==> src/rtl/host_cfg_sequencer_pkg.sv <==
// Shared encodings for host_cfg_sequencer: entry kinds, FSM states and the
// bit offsets of the entry fields that sit above the inst field.
package host_cfg_sequencer_pkg;

  localparam logic [1:0] KIND_PE  = 2'd0;
  localparam logic [1:0] KIND_LSU = 2'd1;
  localparam logic [1:0] KIND_SPM = 2'd2;
  localparam logic [1:0] KIND_NOP = 2'd3;

  typedef enum logic [2:0] {
    IDLE,
    CFG,
    GAP,
    DATA,
    RUN,
    DONE
  } state_t;

  // Entry layout is {kind, row, pe, inst}; offsets are relative to INST_W.
  localparam int PE_OFS     = 0;
  localparam int ROW_OFS    = 2;
  localparam int KIND_OFS   = 4;
  localparam int SPM_INST_W = 24;

endpackage

==> src/rtl/host_cfg_sequencer_table.sv <==
// host_cfg_table: configuration entry store with one write port and a
// combinational read port. Contents are deliberately not reset.
module host_cfg_table #(
  parameter int DEPTH = 16,
  parameter int WIDTH = 54
) (
  input  logic                     clk,
  input  logic                     we,
  input  logic [$clog2(DEPTH)-1:0] waddr,
  input  logic [WIDTH-1:0]         wdata,
  input  logic [$clog2(DEPTH)-1:0] raddr,
  output logic [WIDTH-1:0]         rdata
);

  logic [WIDTH-1:0] mem [DEPTH];

  always_ff @(posedge clk) begin
    if (we) mem[waddr] <= wdata;
  end

  assign rdata = mem[raddr];

endmodule

==> src/rtl/host_cfg_sequencer.sv <==
// host_cfg_sequencer: replays the config table with fixed hold timing, streams
// SPM writes, then pulses run. Define HOST_SEQ_MULTIRUN_EN for run_cnt/run_gap.
module host_cfg_sequencer
  import host_cfg_sequencer_pkg::*;
#(
  parameter int INST_W    = 48,
  parameter int A_W       = 10,
  parameter int DATA_W    = 32,
  parameter int CFG_DEPTH = 16,
  parameter int HOLD      = 9
) (
  input  logic                         clk,
  input  logic                         rst,
  input  logic                         cfg_we,
  input  logic [$clog2(CFG_DEPTH)-1:0] cfg_waddr,
  input  logic [INST_W+5:0]            cfg_wdata,
  input  logic [$clog2(CFG_DEPTH):0]   cfg_num,
  input  logic                         start,
  input  logic [A_W:0]                 data_num,
  input  logic [A_W-1:0]               data_base,
  input  logic                         d_valid,
  input  logic [DATA_W-1:0]            d_data,
`ifdef HOST_SEQ_MULTIRUN_EN
  input  logic [7:0]                   run_cnt,
  input  logic [7:0]                   run_gap,
`endif
  output logic                         d_ready,
  output logic [3:0]                   init_row,
  output logic [3:0]                   init_pe,
  output logic                         init_lsu,
  output logic                         init_spm,
  output logic [INST_W-1:0]            inst,
  output logic                         run,
  output logic                         ex_wen,
  output logic                         ex_ren,
  output logic [A_W-1:0]               ex_addr,
  output logic [DATA_W-1:0]            ex_data,
  output logic                         busy,
  output logic                         done
);

  localparam int PTR_W  = $clog2(CFG_DEPTH);
  localparam int HOLD_W = $clog2(HOLD + 1);

  state_t              state;
  logic [PTR_W-1:0]    ptr;
  logic [HOLD_W-1:0]   hold;
  logic [A_W:0]        beat;
  logic [PTR_W:0]      ptr_inc;
  logic [A_W:0]        beat_inc;
  logic [PTR_W-1:0]    raddr;
  logic [INST_W+5:0]   entry;
  logic [1:0]          ent_kind, ent_row, ent_pe;
  logic [3:0]          dec_row, dec_pe;
  logic                dec_lsu, dec_spm;
  logic [INST_W-1:0]   dec_inst;

`ifdef HOST_SEQ_MULTIRUN_EN
  logic [7:0] pulses_left, gap_cnt, first_left;
  assign first_left = (run_cnt == 8'd0) ? 8'd0 : run_cnt - 8'd1;
`endif

  assign ex_ren   = 1'b0;
  assign ptr_inc  = {1'b0, ptr} + (PTR_W+1)'(1);
  assign beat_inc = beat + (A_W+1)'(1);
  // Look ahead one entry so the next word is ready on the edge that switches to it.
  assign raddr    = (state == CFG) ? ptr_inc[PTR_W-1:0] : '0;

  host_cfg_table #(.DEPTH(CFG_DEPTH), .WIDTH(INST_W + 6)) u_table (
    .clk   (clk),
    .we    (cfg_we && (state == IDLE)),
    .waddr (cfg_waddr),
    .wdata (cfg_wdata),
    .raddr (raddr),
    .rdata (entry)
  );

  assign ent_kind = entry[INST_W+KIND_OFS +: 2];
  assign ent_row  = entry[INST_W+ROW_OFS +: 2];
  assign ent_pe   = entry[INST_W+PE_OFS +: 2];

  // LSU entries also forward their inst word; SPM entries keep only the low 24 bits.
  always_comb begin
    dec_row  = '0;
    dec_pe   = '0;
    dec_lsu  = 1'b0;
    dec_spm  = 1'b0;
    dec_inst = '0;
    case (ent_kind)
      KIND_PE: begin
        dec_row  = 4'b1000 >> ent_row;
        dec_pe   = 4'b1000 >> ent_pe;
        dec_inst = entry[INST_W-1:0];
      end
      KIND_LSU: begin
        dec_row  = 4'b1000 >> ent_row;
        dec_lsu  = 1'b1;
        dec_inst = entry[INST_W-1:0];
      end
      KIND_SPM: begin
        dec_spm  = 1'b1;
        dec_inst[SPM_INST_W-1:0] = entry[SPM_INST_W-1:0];
      end
      KIND_NOP: ;
      default: ;
    endcase
  end

  always_ff @(posedge clk or posedge rst) begin
    if (rst) begin
      state    <= IDLE;
      ptr      <= '0;
      hold     <= '0;
      beat     <= '0;
      d_ready  <= 1'b0;
      init_row <= '0;
      init_pe  <= '0;
      init_lsu <= 1'b0;
      init_spm <= 1'b0;
      inst     <= '0;
      run      <= 1'b0;
      ex_wen   <= 1'b0;
      ex_addr  <= '0;
      ex_data  <= '0;
      busy     <= 1'b0;
      done     <= 1'b0;
`ifdef HOST_SEQ_MULTIRUN_EN
      pulses_left <= '0;
      gap_cnt     <= '0;
`endif
    end else begin
      ex_wen <= 1'b0;
      done   <= 1'b0;
`ifdef HOST_SEQ_MULTIRUN_EN
      if (state != RUN) begin
        pulses_left <= first_left;
        gap_cnt     <= '0;
      end
`endif
      case (state)
        IDLE: begin
          if (start) begin
            busy <= 1'b1;
            ptr  <= '0;
            hold <= '0;
            beat <= '0;
            if (cfg_num != '0) begin
              state    <= CFG;
              init_row <= dec_row;
              init_pe  <= dec_pe;
              init_lsu <= dec_lsu;
              init_spm <= dec_spm;
              inst     <= dec_inst;
            end else if (data_num != '0) begin
              state   <= DATA;
              d_ready <= 1'b1;
            end else begin
              state <= RUN;
              run   <= 1'b1;
            end
          end
        end
        CFG: begin
          if (hold == HOLD_W'(HOLD - 1)) begin
            hold <= '0;
            if (ptr_inc == cfg_num) begin
              state    <= GAP;
              init_row <= '0;
              init_pe  <= '0;
              init_lsu <= 1'b0;
              init_spm <= 1'b0;
              inst     <= '0;
            end else begin
              ptr      <= ptr_inc[PTR_W-1:0];
              init_row <= dec_row;
              init_pe  <= dec_pe;
              init_lsu <= dec_lsu;
              init_spm <= dec_spm;
              inst     <= dec_inst;
            end
          end else begin
            hold <= hold + HOLD_W'(1);
          end
        end
        GAP: begin
          if (data_num != '0) begin
            state   <= DATA;
            d_ready <= 1'b1;
          end else begin
            state <= RUN;
            run   <= 1'b1;
          end
        end
        // d_ready stays low for one cycle after the last beat so run trails the final write.
        DATA: begin
          if (d_ready) begin
            if (d_valid) begin
              ex_wen  <= 1'b1;
              ex_addr <= data_base + beat[A_W-1:0];
              ex_data <= d_data;
              beat    <= beat_inc;
              if (beat_inc == data_num) d_ready <= 1'b0;
            end
          end else begin
            state <= RUN;
            run   <= 1'b1;
          end
        end
        RUN: begin
`ifdef HOST_SEQ_MULTIRUN_EN
          if (run) begin
            if (pulses_left == 8'd0) begin
              run   <= 1'b0;
              state <= DONE;
              done  <= 1'b1;
              busy  <= 1'b0;
            end else if (run_gap == 8'd0) begin
              pulses_left <= pulses_left - 8'd1;
            end else begin
              run     <= 1'b0;
              gap_cnt <= 8'd1;
            end
          end else if (gap_cnt == run_gap) begin
            run         <= 1'b1;
            pulses_left <= pulses_left - 8'd1;
          end else begin
            gap_cnt <= gap_cnt + 8'd1;
          end
`else
          run   <= 1'b0;
          state <= DONE;
          done  <= 1'b1;
          busy  <= 1'b0;
`endif
        end
        DONE: state <= IDLE;
        default: state <= IDLE;
      endcase
    end
  end

endmodule
==> config.mk <==
export PLATFORM = sky130hd
export DESIGN_NAME = host_cfg_sequencer
export DESIGN_NICKNAME = d
export VERILOG_FILES = /design/src/rtl/host_cfg_sequencer_pkg.sv /design/src/rtl/host_cfg_sequencer_table.sv /design/src/rtl/host_cfg_sequencer.sv
export SDC_FILE = /design/constraint.sdc
export NUM_CORES = 1
export LEC_CHECK = 0
export ABC_CLOCK_PERIOD_IN_PS = 5350
export CAP_MARGIN = 10
export CORE_ASPECT_RATIO = 1.25
export CORE_UTILIZATION = 47
export DETAILED_ROUTE_END_ITERATION = 10
export GPL_TIMING_DRIVEN = 0
export PLACE_DENSITY = 0.65
export SKIP_LAST_GASP = 1
export SYNTH_ARGS = -nofsm -noshare
export SYNTH_HDL_FRONTEND = slang
export SYNTH_SLANG_ARGS = --single-unit
==> constraint.sdc <==
create_clock -name clk -period 5.35 [get_ports clk]
set_input_delay 1.3375 -clock clk [delete_from_list [all_inputs] [get_ports clk]]
set_output_delay 1.3375 -clock clk [all_outputs]
set_load 0.05 [all_outputs]
==> out/summary.txt <==
adder-cell area share of the yosys netlist: 0.441%
switch share: 38.6%
xor/xnor share of the synthesized area: 0.695%
TritonCTS buffer count: 95
utilization of the core after routing: 56.6%
die height: 334 um
share of Yosys cell area claimed by the top area cell type: 62.6%
Core Area: 87200 um2
GRT Residual Overflow: 0
PD cells: 494 nW/um2
Hold Crit Class: flop to flop
Psw: 9.40 mW
Yosys reg bits: 991
CTS Sinks: 991
TritonCTS clock tree: yes
Tot GR Track Use: 27.8%
Pleak: 17.7 nW
Layout Cells excl Fill: 4841
Hold Buf Count CTS: 0
sequential area share after synthesis: 70.3%
run status: finished clean
Peak VDD IR: 0.257 mV
Die Footprint: 89300 um2
register area: 29100 um2
post-synthesis async set-or-reset flop share: 12.8%
routed wire length: 125 mm
final-report hold violation count: 0
first-pass GRT wire length: 181 mm
IO Count: 227
footprint of the multi-input gates: 10500 um2
largest net degree at the start of global routing: 84
yosys warns: 0
WP data required: 5.94 ns
maximum clock rate: 208 MHz
post-CTS setup buffers: 0
Worst EP arrival: 5.41 ns
layout cells sized above 1: 8.45%
Max Cap Violations: 0
slew margin rel.: 16.8%
Tcrit/Tclk final: 90.0%
Clock Power Share: 27.0%
DPL Wire Length: 83.0 mm
Longest Clk Path Bufs: 3
Mean Syn Cell Area: 12.8 um2
vias in the first global route: 28200
worst setup path category: primary input to flop
# H-tree levels: 3
Layout Nets: 3724
effective utilization at floorplan: 47.5%
Critical Path End Type: flop
Main synth FF type: edfxtp_1
Setup violations, final: 0
Mapped Cells: 3223
# fillers: 7086
P_int: 15.0 mW
Root Buffer: clkbuf_16
Synth Area in Simple Gates: 8.36%
setup TNS: 0 ns
syn_nets: 3358
Inst Count DP: 4660
DR iter-0 viols: 3283
RSZ-0062 raised after global routing: false
Tmin final: 4.82 ns
die width: 268 um
WL/cell: 25.8 um
most numerous cell in the Yosys netlist: edfxtp_1
Slew @ Worst Pin: 1.25 ns
Final GP Congestion: 0.842
drt pass-1 iters: 8
post-synthesis cell area: 41400 um2
largest area contributor in the netlist: edfxtp_1
quantity of I/O buffers inserted on ports: 225
clock-pin slew on the worst setup and hold paths: 0.07 ns
# DRC: 0
CP max FO: 10
Slew Limit Fails: 0
Post-synth EDFFs: 864
Post-CTS Resized: 0
Layout area overhead: 19.1%
clk_lat worst skew: 0.68 ns
Final Skew: 0.0360 ns
Synth top cells by count: edfxtp_1 (864), o21ai_0 (307), inv_1 (281), a21oi_1 (274), nand2_1 (247)
largest family of logic cells by synthesized area: compound AO/OA/AOI/OAI gates
CP startpoint kind: primary input
Reg power frac: 37.8%
vias per cell: 5.94
synth top area cells: edfxtp_1 (63%), dfrtp_1 (7.7%), o21ai_0 (3.7%)
post-synthesis compound-gate area fraction: 14.1%
post-synthesis mux area share: 1.56%
initial antenna violation count: 8
Logic pwr share: 35.3%
Final ANT Viol Nets: 0
via count: 28700
# rows: 121
Yosys cell types: 73
[critical path, stage by stage]
cell and delay [ns]:
clkdlybuf4s50_1 0.53, or4_1 0.56, nor2_1 0.26, nand2_1 0.10, nand3_1 0.79, clkbuf_1 0.63
clkbuf_1 0.91, nand2_1 0.16, o31ai_2 0.10
[layout make-up]
| cell class | count | area share (%) |
|---|---|---|
| buffer | 201 | 1.67 |
| clock inverter | 51 | 0.771 |
| multi-input combinational | 1749 | 21.4 |
| tap | 1168 | 2.96 |
| inverter | 282 | 2.16 |
| clock buffer | 127 | 5.31 |
| sequential | 991 | 59.1 |
| antenna | 3 | 0.0152 |
| timing repair buffer | 269 | 6.68 |
[power groups by stage]
stage / Combinational (mW) / Clock [mW] / Sequential (mW)
finish: 8.60 / 6.57 / 9.21
global route: 9.12 / 6.91 / 9.26
CTS: 8.50 / 6.62 / 9.21
detailed placement: 8.46 / 0 / 9.37
global placement: 8.26 / 0 / 9.38
floorplan: 3.96 / 0 / 10.5
[flip-flops by register name (all words and copies together), names as in the netlist, 3 cells and up]
signal,count
ptr,4
beat,11
u_table.mem,864
inst,48
ex_addr,10
state,3
ex_data,32
init_row,4
init_pe,4
hold,4
[final timing paths]
kind,start,to,depth (start not counted),slack (ns)
min in group asynchronous,rst,ex_data[0],2,1.08
max in group asynchronous,rst,inst[7],3,3.38
setup reg to reg,ptr[0],inst[42],12,0.57
hold / removal,ex_data[27],ex_data[27],2,0.47
hold reg to reg,ex_data[27],ex_data[27],2,0.47
setup / recovery,cfg_num[2],inst[0],9,0.53
[logic make-up after synthesis]
kind of cell | count (synthesis)
AO/OA/AOI/OAI | 930
XOR/XNOR | 32
adder cells (fa/ha/maj) | 14
buffers and inverters | 483
flip-flops | 991
multiplexers | 59
other | 1
AND/OR/NAND/NOR | 713
[layout by cell type (no fill, tap or decap), drive strengths merged, types with 63 or more instances in the layout]
cell and count:
dfrtp 127, o21ai 308, a22oi 136, nor2b 140, nor2 94, buf 92
o31ai 63, clkbuf 280, inv 284, nand2 249, clkdlybuf4s50 225, edfxtp 864
a21oi 274, nand3 155
[through the flow]
stage | hold slack, ns | cell area [um2] | worst slack, ns | total power, mW
after floorplan | 0.467 | 41400 | 0.628 | 14.4
after global placement | 0.457 | 45100 | -3.01 | 17.6
after detailed placement | 0.462 | 46300 | -0.117 | 17.8
after CTS | 0.478 | 49300 | 0.585 | 24.3
after global routing | 0.497 | 49300 | 0.413 | 25.3
final | 0.473 | 49300 | 0.533 | 24.4
[routing by layer]
layer	GRT usage, %	routed length [um]
met1	36.3	48800
met4	13.7	5860
met5	0	69
met3	4.84	11400
met2	44.9	58800
Note: power is estimated with default switching activity, not from simulation.
